$ cat config.mk
export PLATFORM = sky130hd
export DESIGN_NAME = iter_shifter
export DESIGN_NICKNAME = d
export VERILOG_FILES = /design/src/rtl/iter_shifter.sv
export SDC_FILE = /design/constraint.sdc
export NUM_CORES = 1
export LEC_CHECK = 0
export CAP_MARGIN = 20
export CORE_ASPECT_RATIO = 0.8
export CORE_MARGIN = 2
export CORE_UTILIZATION = 33
export CTS_CLUSTER_SIZE = 12
export DETAILED_ROUTE_END_ITERATION = 8
export GPL_TIMING_DRIVEN = 0
export PLACE_DENSITY = 0.61
export SYNTH_ARGS = -nofsm -noshare
export SYNTH_HDL_FRONTEND = slang
export SYNTH_SLANG_ARGS = --single-unit
$ cat constraint.sdc
create_clock -name clk -period 3.6 [get_ports clk]
set_clock_uncertainty 0.15 [all_clocks]
set_input_delay 0.36 -clock clk [delete_from_list [all_inputs] [get_ports clk]]
set_output_delay 0.36 -clock clk [all_outputs]
set_load 0.02 [all_outputs]
$ cat src/rtl/iter_shifter.sv
// Iterative 16-bit shifter/rotator: applies one power-of-two stage (1, 2, 4, 8)
// per cycle, selected by the captured count bits, and accumulates the result in data_q.
module iter_shifter #(
  parameter int EARLY_EXIT = 0
) (
  input  logic        clk,
  input  logic        rst,
  input  logic        start,
  input  logic [15:0] in,
  input  logic [3:0]  cnt,
  input  logic [1:0]  oper,
  output logic [15:0] out,
  output logic        ready,
  output logic        done
);

  localparam int DATA_W = 16;

  localparam logic [1:0] OP_ROL = 2'b00;
  localparam logic [1:0] OP_SLL = 2'b01;
  localparam logic [1:0] OP_SRA = 2'b10;

  typedef enum logic [1:0] {
    IDLE  = 2'b00,
    SHIFT = 2'b01,
    DONE  = 2'b10
  } state_t;

  state_t              state_q;
  state_t              state_d;
  logic [DATA_W-1:0]   data_q;
  logic [3:0]          cnt_q;
  logic [1:0]          oper_q;
  logic [1:0]          k_q;

  logic [DATA_W-1:0]   stage_res;
  logic [3:0]          cnt_hi;
  logic                last;
  logic                accept;

  // One shift/rotate stage by 2^k; all results are taken mod 16 bits.
  function automatic logic [DATA_W-1:0] stage_fn(
    input logic [DATA_W-1:0] d,
    input logic [1:0]        k,
    input logic [1:0]        op
  );
    logic signed [DATA_W-1:0] sd;
    logic [4:0]               amt;
    logic [DATA_W-1:0]        r;
    sd  = $signed(d);
    amt = 5'd1 << k;
    case (op)
      OP_ROL:  r = (d << amt) | (d >> (5'd16 - amt));
      OP_SLL:  r = d << amt;
      OP_SRA:  r = sd >>> amt;
      default: r = d >> amt;
    endcase
    return r;
  endfunction

  assign stage_res = cnt_q[k_q] ? stage_fn(data_q, k_q, oper_q) : data_q;

  // Count bits above the current stage; zero means every remaining stage is a pass-through.
  assign cnt_hi = cnt_q >> ({1'b0, k_q} + 3'd1);
  assign last   = (k_q == 2'd3) || ((EARLY_EXIT != 0) && (cnt_hi == 4'd0));

  assign ready  = (state_q == IDLE) || (state_q == DONE);
  assign done   = (state_q == DONE);
  assign accept = start && ready;

  always_comb begin
    state_d = state_q;
    case (state_q)
      IDLE:    if (start) state_d = SHIFT;
      SHIFT:   if (last)  state_d = DONE;
      DONE:    state_d = start ? SHIFT : IDLE;
      default: state_d = IDLE;
    endcase
  end

  // Capture on accept, then step one stage per cycle; out only moves on the final stage.
  always_ff @(posedge clk or posedge rst) begin
    if (rst) begin
      state_q <= IDLE;
      data_q  <= '0;
      cnt_q   <= '0;
      oper_q  <= '0;
      k_q     <= '0;
      out     <= '0;
    end else begin
      state_q <= state_d;
      if (accept) begin
        data_q <= in;
        cnt_q  <= cnt;
        oper_q <= oper;
        k_q    <= 2'd0;
      end else if (state_q == SHIFT) begin
        data_q <= stage_res;
        k_q    <= k_q + 2'd1;
        if (last) out <= stage_res;
      end
    end
  end

endmodule
==> impl_metrics.py, run 1 <==
metrics = {
    "status": {
        "status": "finished, final reports clean",
    },
    "setup_path": {
        "cp_max_fo": 14,
        "worstSetupPathType": "flip-flop to flip-flop",
        "crit_arrival_ns": 3.48,
        "slowest_delay_ns": 0.42,
        "critPathLaunchType": "flip-flop",
        "crit_path_start": "k_q[1]",
        "crit_chain": "clkbuf_4 -> inv_4 -> ha_1 -> buf_8 -> inv_1 -> buf_4 -> ha_1 -> buf_2 -> mux4_2 -> mux2i_1 -> nor2_1 -> nor3_2 -> nand2_1 -> a31o_1",
        "cp.required_ns": 3.63,
        "r2r-end": "data_q[0]",
        "end_kind": "flip-flop",
        "slowest_stage": "dfrtp_1",
        "reg2reg_slack_ns": 0.15,
        "path_common_cell": "ha_1",
        "reg2reg_from": "k_q[1]",
        "worstRegToRegCells": 14,
        "worstSetupEndpoint": "data_q[0]",
    },
    "synth": {
        "syn-num-nets": 510,
        "synth_async_sr_flop_share": 1.00,
        "synth_warnings": 0,
        "synth-seq-area-share": 0.257,
        "synth_ff_type": "dfrtp_1",
        "postSynthCellCount": 478,
        "synth_cell_types": 62,
        "syn_area_um2": 4080,
        "syn_area_per_cell_um2": 8.54,
        "synth-seq-cells": 42,
        "synth_edf_count": 0,
    },
    "drt": {
        "wl_per_cell_um": 26.6,
        "antenna_left": 0,
        "wirelength_mm": 18.0,
        "drc": 0,
        "vias_per_cell": 6.43,
        "dr_total_vias": 4369,
        "drt_pre_antenna_iters": 5,
        "drtIter0Drc": 695,
    },
    "grt": {
        "grt_usage": 0.276,
        "grt_antenna_before_repair": 0,
        "grt_pass1_wl_mm": 26.4,
        "grt.overflow.total": 0,
        "grt_max_degree": 43,
        "grt_pass1_vias": 4138,
    },
    "timing": {
        "period_share": 0.958,
        "finalHoldViolCount": 0,
        "maxSlewViolCount": 0,
        "fin_crit_ns": 3.45,
        "setup_viol": 0,
        "fin_ws_ns": 0.150,
        "tightest_slew_ns": 0.896,
        "rsz0062_at_grt": "false",
        "slew_headroom": 0.402,
        "fmax_mhz": 290,
    },
    "placement": {
        "place_congestion": 0.994,
        "place_worst_setup_slack_ns": -0.247,
        "port_buffers": 42,
        "dpl.hpwl_mm": 13.4,
        "dp.cells": 672,
    },
    "floorplanning": {
        "die_w_um": 128,
        "coreArea_um2": 12100,
        "initial_core_util": 0.337,
        "die_h_um": 103,
        "die-area_um2": 13300,
        "rows": 36,
        "top_level_ports": 43,
    },
    "clock_network": {
        "cts.sinks": 42,
        "cts_buffers": 5,
        "cts_max_path_buffers": 2,
        "root_buffer": "clkbuf_16",
        "post_cts_buffers": 0,
        "clk_pin_slew_worst_paths_ns": 0.06,
        "cts_tree": "built",
        "hold_buffers": 0,
        "cts_max_level": 2,
        "clk_latency_ns": 0.30,
    },
    "layout": {
        "final_common_cell": "nand2_1",
        "fill_cells": 1245,
        "layout_common_cells": "62 x nand2_1, 42 x dfrtp_1, 42 x clkdlybuf4s50_1",
        "fin_cells": 679,
        "drive_gt1_frac": 0.139,
        "nets": 558,
        "area_delta_synth_final_pct": 19.1,
        "multiInputGateArea_um2": 2750,
        "regArea_um2": 1050,
        "antennaDiodeCount": 0,
    },
    "run": {
        "maxCapViolCount": 0,
    },
    "worst_hold_path": {
        "hold_depth": 2,
        "min-delay-path-class": "flip-flop to flip-flop",
    },
}
==> flip-flops by register name, summed over array words and instances, names as in the netlist <==
signal	cells
oper_q	2
out	16
cnt_q	4
k_q	2
state_q	2
data_q	16
==> cell families (layout without fill, tap and decap cells) <==
kind of cell / Yosys count / count (layout) / share of synthesized area
AOI/OAI and AO/OA: 151 / 151 / 0.242
adders and majority gates: 7 / 7 / 0.0215
muxes: 69 / 69 / 0.239
DFF: 42 / 42 / 0.257
buffers and inverters: 64 / 113 / 0.0745
and+or+nand+nor: 145 / 145 / 0.165
==> per-stage QoR <==
step / setup TNS (ns) / instance area [µm²] / hold WS [ns] / util
3_3_place_gp: -1.66 / 4690 / 0.314 / 0.387
3_5_place_dp: -1.06 / 4690 / 0.316 / 0.387
2_1_floorplan: 0 / 4080 / 0.295 / -
5_1_grt: 0 / 4860 / 0.346 / 0.401
4_1_cts: 0 / 4840 / 0.331 / 0.399
6_report: 0 / 4860 / 0.326 / 0.401
==> timing repair <==
action,in CTS,in global routing
endpoints found under the setup margin,8,7
pin swaps,0,0
endpoints found under the hold margin,0,0
gates resized for setup,4,6
==> cell type report <==
type	instances	share of cell area
plain buffers	49	0.0520
well taps	152	0.0391
clock inverters	2	0.00283
flip-flops and latches	42	0.216
clock buffers	6	0.0265
multi-input cells	372	0.566
inverters	14	0.0113
repair buffers	42	0.0865
==> layer usage <==
layer | global-route usage | wire [µm] | up-vias
li1 | - | - | 1881
met1 | 0.397 | 7810 | 2141
met2 | 0.387 | 7340 | 295
met3 | 0.0833 | 2220 | 50
met4 | 0.0989 | 615 | 2
met5 | 0.0294 | 46 | -
==> cells in the mapped netlist, drive strengths merged (3+ instances only) <==
master,n,area (µm²)
nor2b,9,56.3
o21ai,45,225
nor3,13,75.1
a221o,3,30.0
and2,4,25.0
a21oi,32,160
mux2,13,154
dfrtp,42,1050
a211oi,10,75.1
a31oi,3,18.8
o22ai,9,56.3
nor2,31,116
ha,7,87.6
mux4,18,405
nand3,11,55.1
mux2i,38,418
a221oi,4,35.0
o31ai,3,22.5
o211ai,3,22.5
a22oi,10,75.1
clkbuf,24,90.1
inv,14,52.6
o221ai,4,47.6
buf,26,161
a21o,3,22.5
and3,3,18.8
nor4,3,18.8
nand2,62,233
==> how the worst min path moves through the flow <==
stage          startpoint  slack, ns        to
2_1_floorplan    cnt_q[0]       0.29  cnt_q[0]
3_3_place_gp     cnt_q[2]       0.31  cnt_q[2]
3_5_place_dp     cnt_q[2]       0.32  cnt_q[2]
4_1_cts          cnt_q[2]       0.33  cnt_q[2]
5_1_grt          cnt_q[3]       0.35  cnt_q[3]
6_report         cnt_q[2]       0.33  cnt_q[2]
==> worst max-delay path: cells and delay by family (launching register included) <==
kind	cells	cell delay (ns)
AOI/OAI and AO/OA	1	0.22
buffers and inverters	6	1.10
adders and majority gates	2	0.46
and+or+nand+nor	3	0.45
muxes	2	0.51
DFF	1	0.42
Power of run 1 is left out: the tool's default activity adds up to more than one toggle a clock period on the data nets, which glitch-free logic cannot reach.
==> run 2, diff against run 1 <==
- RECOVER_POWER: default -> 50
==> run 2 against run 1 <==
The flow now finishes with violations (max-capacitance violations, max-slew violations). Worst hold slack barely moved. Non-clock buffer count did not move. Cell count did not move. Via count fell by 0.11%. Sequential share of layout area did not move. Utilization did not move. Register-to-register slack barely moved. Global-route usage did not move. Final area did not move.
==> impl_metrics.py, run 2 (synthesis gave the netlist of run 1 again) <==
metrics = {
    "timing": {
        "period_share": 0.957,
        "finalHoldViolCount": 0,
        "maxSlewViolCount": 43,
        "tightest_slew_ns": 1.65,
        "slew_headroom": -0.101,
        "rsz0062_at_grt": "false",
        "setup_viol": 0,
        "fin_crit_ns": 3.45,
        "fmax_mhz": 290,
    },
    "setup_path": {
        "critPathLaunchType": "flip-flop",
        "worstSetupPathType": "flip-flop to flip-flop",
        "cp.required_ns": 3.62,
        "end_kind": "flip-flop",
        "reg2reg_from": "k_q[1]",
        "worstRegToRegCells": 13,
        "crit_arrival_ns": 3.46,
        "cp_max_fo": 14,
        "reg2reg_slack_ns": 0.15,
        "r2r-end": "data_q[4]",
    },
    "layout": {
        "layout_common_cells": "62 x nand2_1, 42 x dfrtp_1, 35 x mux2i_1",
        "drive_gt1_frac": 0.137,
        "design_area_um2": 4860,
        "top_regs": "data_q: 16 flops, out: 16 flops, cnt_q: 4 flops",
        "antennaDiodeCount": 0,
        "fill_cells": 1245,
        "multiInputGateArea_um2": 2750,
        "area_delta_synth_final_pct": 19.1,
        "fin_cells": 679,
        "nets": 558,
        "regArea_um2": 1050,
        "final_common_cell": "nand2_1",
    },
    "worst_hold_path": {
        "hold_depth": 2,
        "hold_start": "cnt_q[2]",
        "holdPathEnd": "cnt_q[2]",
        "min-delay-path-class": "flip-flop to flip-flop",
    },
    "grt": {
        "grt_usage": 0.276,
        "grt_antenna_before_repair": 0,
        "grt_max_degree": 43,
        "grt_pass1_wl_mm": 26.4,
        "grt_pass1_vias": 4138,
        "grt.overflow.total": 0,
    },
    "floorplanning": {
        "die_w_um": 128,
        "rows": 36,
        "die_h_um": 103,
        "initial_core_util": 0.337,
        "top_level_ports": 43,
        "die-area_um2": 13300,
        "coreArea_um2": 12100,
    },
    "clock_network": {
        "cts.sinks": 42,
        "clk_pin_slew_worst_paths_ns": 0.07,
        "clk_latency_ns": 0.29,
        "cts_resized": 4,
        "hold_buffers": 0,
        "root_buffer": "clkbuf_16",
        "cts_buffers": 5,
        "post_cts_buffers": 0,
        "cts_max_path_buffers": 2,
        "cts_tree": "built",
        "cts_max_level": 2,
    },
    "drt": {
        "dr_total_vias": 4364,
        "wl_per_cell_um": 26.4,
        "vias_per_cell": 6.43,
        "drc": 0,
        "drtIter0Drc": 682,
        "antenna_left": 0,
        "wirelength_mm": 18.0,
        "drt_pre_antenna_iters": 5,
    },
    "placement": {
        "port_buffers": 42,
        "place_congestion": 0.994,
        "dp.cells": 672,
        "dpl.hpwl_mm": 13.4,
        "place_area_um2": 4690,
    },
    "status": {
        "status": "complete, but fails checks",
        "failed_checks": "max-capacitance violations, max-slew violations",
    },
    "run": {
        "maxCapViolCount": 1,
    },
}
[run 2: changes by cell type in the layout (fill, tap and decap cells not counted)]
cell / delta
clkdlybuf4s50_1: -9
dlygate4sd3_1: +9
inv_1: +1
inv_2: -1
[run 2: stage by stage]
stage	setup slack [ns]	TNS (ns)	util	hold slack, ns
detailed placement	-0.247	-1.06	0.387	0.316
finish	0.154	0	0.401	0.326
floorplan	0.431	0	-	0.295
global route	0.0327	0	0.401	0.346
global placement	-0.386	-1.66	0.387	0.314
CTS	0.0790	0	0.399	0.331
[run 2: critical path: stages, from the launching register on]
cell       delay (ns)
dfrtp_1          0.42
clkbuf_4         0.23
inv_4            0.12
ha_1             0.19
buf_8            0.20
inv_1            0.15
buf_4            0.22
ha_1             0.27
buf_2            0.20
mux4_2           0.34
and3_1           0.21
a2111oi_2        0.32
or4b_4           0.22
o21ai_1          0.06
[run 2: worst max path at each step]
stage	startpoint	to	depth (start not counted)
floorplan	k_q[1]	data_q[4]	14
global placement	k_q[1]	data_q[4]	14
detailed placement	k_q[1]	out[4]	14
CTS	k_q[1]	data_q[4]	13
global route	k_q[1]	data_q[4]	13
finish	k_q[1]	data_q[4]	13
[run 2: layer usage]
metal | vias to the layer above | track usage | wire length [µm]
met5 | - | 0.0294 | 50
met4 | 2 | 0.0989 | 604
met1 | 2134 | 0.397 | 7860
met2 | 303 | 0.387 | 7320
met3 | 43 | 0.0833 | 2120
li1 | 1882 | - | -
[run 2: final cells by class]
cell class	instances	share of cell area
Sequential cell	42	0.216
Timing Repair Buffer	42	0.0865
Multi-Input combinational cell	372	0.566
Clock buffer	6	0.0265
Clock inverter	2	0.00283
Inverter	14	0.0113
Tap cell	152	0.0391
Buffer	49	0.0520
Power of run 2 is left out for the same reason.
==> run 3, diff against run 2 <==
- CTS_CLUSTER_SIZE: 12 -> 16
- TNS_END_PERCENT: default -> 20
==> run 3 against run 2 <==
The run still ends with max-capacitance violations, max-slew violations left. Global-route usage did not move. Utilization barely moved. Worst setup slack got worse by 0.056 ns. Sequential share of layout area barely moved. Non-clock buffer count did not move. Clock-buffer cell count did not move. Routed wire length fell by 0.22%. Register-to-register slack got worse by 0.06 ns. Critical path type unchanged. Critical endpoint unchanged. Largest cell class unchanged.
==> impl_metrics.py, run 3 (synthesis gave the netlist of run 1 again) <==
metrics = {
    "worst_hold_path": {
        "hold_depth": 2,
        "holdPathEnd": "cnt_q[2]",
        "hold_start": "cnt_q[2]",
        "min-delay-path-class": "flip-flop to flip-flop",
    },
    "setup_path": {
        "worstSetupPathType": "flip-flop to flip-flop",
        "crit_arrival_ns": 3.52,
        "reg2reg_slack_ns": 0.1,
        "end_kind": "flip-flop",
        "r2r-end": "data_q[4]",
        "reg2reg_from": "k_q[1]",
        "cp.required_ns": 3.62,
        "worstRegToRegCells": 13,
        "critPathLaunchType": "flip-flop",
        "cp_max_fo": 14,
    },
    "drt": {
        "drtIter0Drc": 682,
        "dr_total_vias": 4365,
        "drt_pre_antenna_iters": 5,
        "drc": 0,
        "wl_per_cell_um": 26.4,
        "antenna_left": 0,
        "vias_per_cell": 6.43,
        "wirelength_mm": 17.9,
    },
    "floorplanning": {
        "top_level_ports": 43,
        "die_h_um": 103,
        "rows": 36,
        "coreArea_um2": 12100,
        "initial_core_util": 0.337,
        "die-area_um2": 13300,
        "die_w_um": 128,
    },
    "clock_network": {
        "clk_latency_ns": 0.29,
        "root_buffer": "clkbuf_16",
        "post_cts_buffers": 0,
        "cts_max_path_buffers": 2,
        "cts.sinks": 42,
        "cts_max_level": 2,
        "cts_buffers": 5,
        "cts_tree": "built",
        "clk_pin_slew_worst_paths_ns": 0.07,
    },
    "layout": {
        "design_area_um2": 4860,
        "area_delta_synth_final_pct": 19.0,
        "fin_cells": 679,
        "final_common_cell": "nand2_1",
        "drive_gt1_frac": 0.137,
        "nets": 558,
        "layout_common_cells": "62 x nand2_1, 42 x dfrtp_1, 35 x mux2i_1",
        "antennaDiodeCount": 0,
        "final_util": 0.401,
        "top_regs": "data_q: 16 flops, out: 16 flops, cnt_q: 4 flops",
        "fill_cells": 1244,
    },
    "placement": {
        "place_worst_setup_slack_ns": -0.247,
        "dpl.hpwl_mm": 13.4,
        "dp.cells": 672,
        "port_buffers": 42,
        "place_area_um2": 4690,
        "place_congestion": 0.994,
    },
    "grt": {
        "grt_pass1_wl_mm": 26.4,
        "grt.overflow.total": 0,
        "grt_max_degree": 43,
        "grt_usage": 0.276,
        "grt_pass1_vias": 4138,
        "grt_antenna_before_repair": 0,
    },
    "timing": {
        "slew_headroom": -0.103,
        "fin_crit_ns": 3.50,
        "maxSlewViolCount": 43,
        "finalHoldViolCount": 0,
        "fmax_mhz": 286,
        "rsz0062_at_grt": "true",
        "setup_viol": 0,
        "fin_ws_ns": 0.0980,
        "tightest_slew_ns": 1.65,
        "period_share": 0.973,
    },
    "run": {
        "maxCapViolCount": 1,
    },
    "status": {
        "status": "complete, but fails checks",
        "failed_checks": "max-capacitance violations, max-slew violations",
    },
}
-- run 3: final cells by class --
class                      count  area, µm²  area share
buffer                        49        253      0.0520
timing repair buffer          42        420      0.0865
tap                          152        190      0.0391
inverter                      14       52.6      0.0108
clock buffer                   6        129      0.0265
clock inverter                 2       13.8     0.00283
sequential                    42       1050       0.216
multi-input combinational    372       2750       0.566
-- run 3: worst max-delay path, cell delays in order (launching register included) --
cell and delay (ns):
dfrtp_1 0.42, clkbuf_4 0.23, inv_2 0.16, ha_1 0.21, buf_8 0.20, inv_1 0.15, buf_4 0.22, ha_1 0.28
buf_2 0.20, mux4_2 0.34, and3_1 0.21, a2111oi_2 0.32, or4b_4 0.22, o21ai_1 0.06
-- run 3: stage by stage --
stage | hold WS, ns | setup TNS [ns]
floorplan | 0.295 | 0
global placement | 0.314 | -1.66
detailed placement | 0.316 | -1.06
CTS | 0.331 | 0
global route | 0.346 | -0.0208
finish | 0.326 | 0
-- run 3: worst max path at each step --
stage          startpoint         to  slack [ns]  depth (start not counted)
3_3_place_gp       k_q[1]  data_q[4]       -0.39                         14
6_report           k_q[1]  data_q[4]         0.1                         13
3_5_place_dp       k_q[1]     out[4]       -0.25                         14
2_1_floorplan      k_q[1]  data_q[4]        0.43                         14
4_1_cts            k_q[1]  data_q[4]        0.08                         13
5_1_grt            k_q[1]  data_q[4]       -0.02                         13
-- run 3: repair_timing --
action                                  CTS  global route
hold buffers                              0             0
gates resized for setup                   4             5
endpoints found under the setup margin    8             7
pin swaps                                 0             0
-- run 3: layer usage --
metal / vias up / part of all wire / global-route usage
li1: 1884 / - / -
met1: 2143 / 0.44 / 0.397
met2: 288 / 0.41 / 0.387
met3: 48 / 0.12 / 0.0833
met4: 2 / 0.034 / 0.0989
met5: - / 0.0028 / 0.0294
Power of run 3 is left out for the same reason.
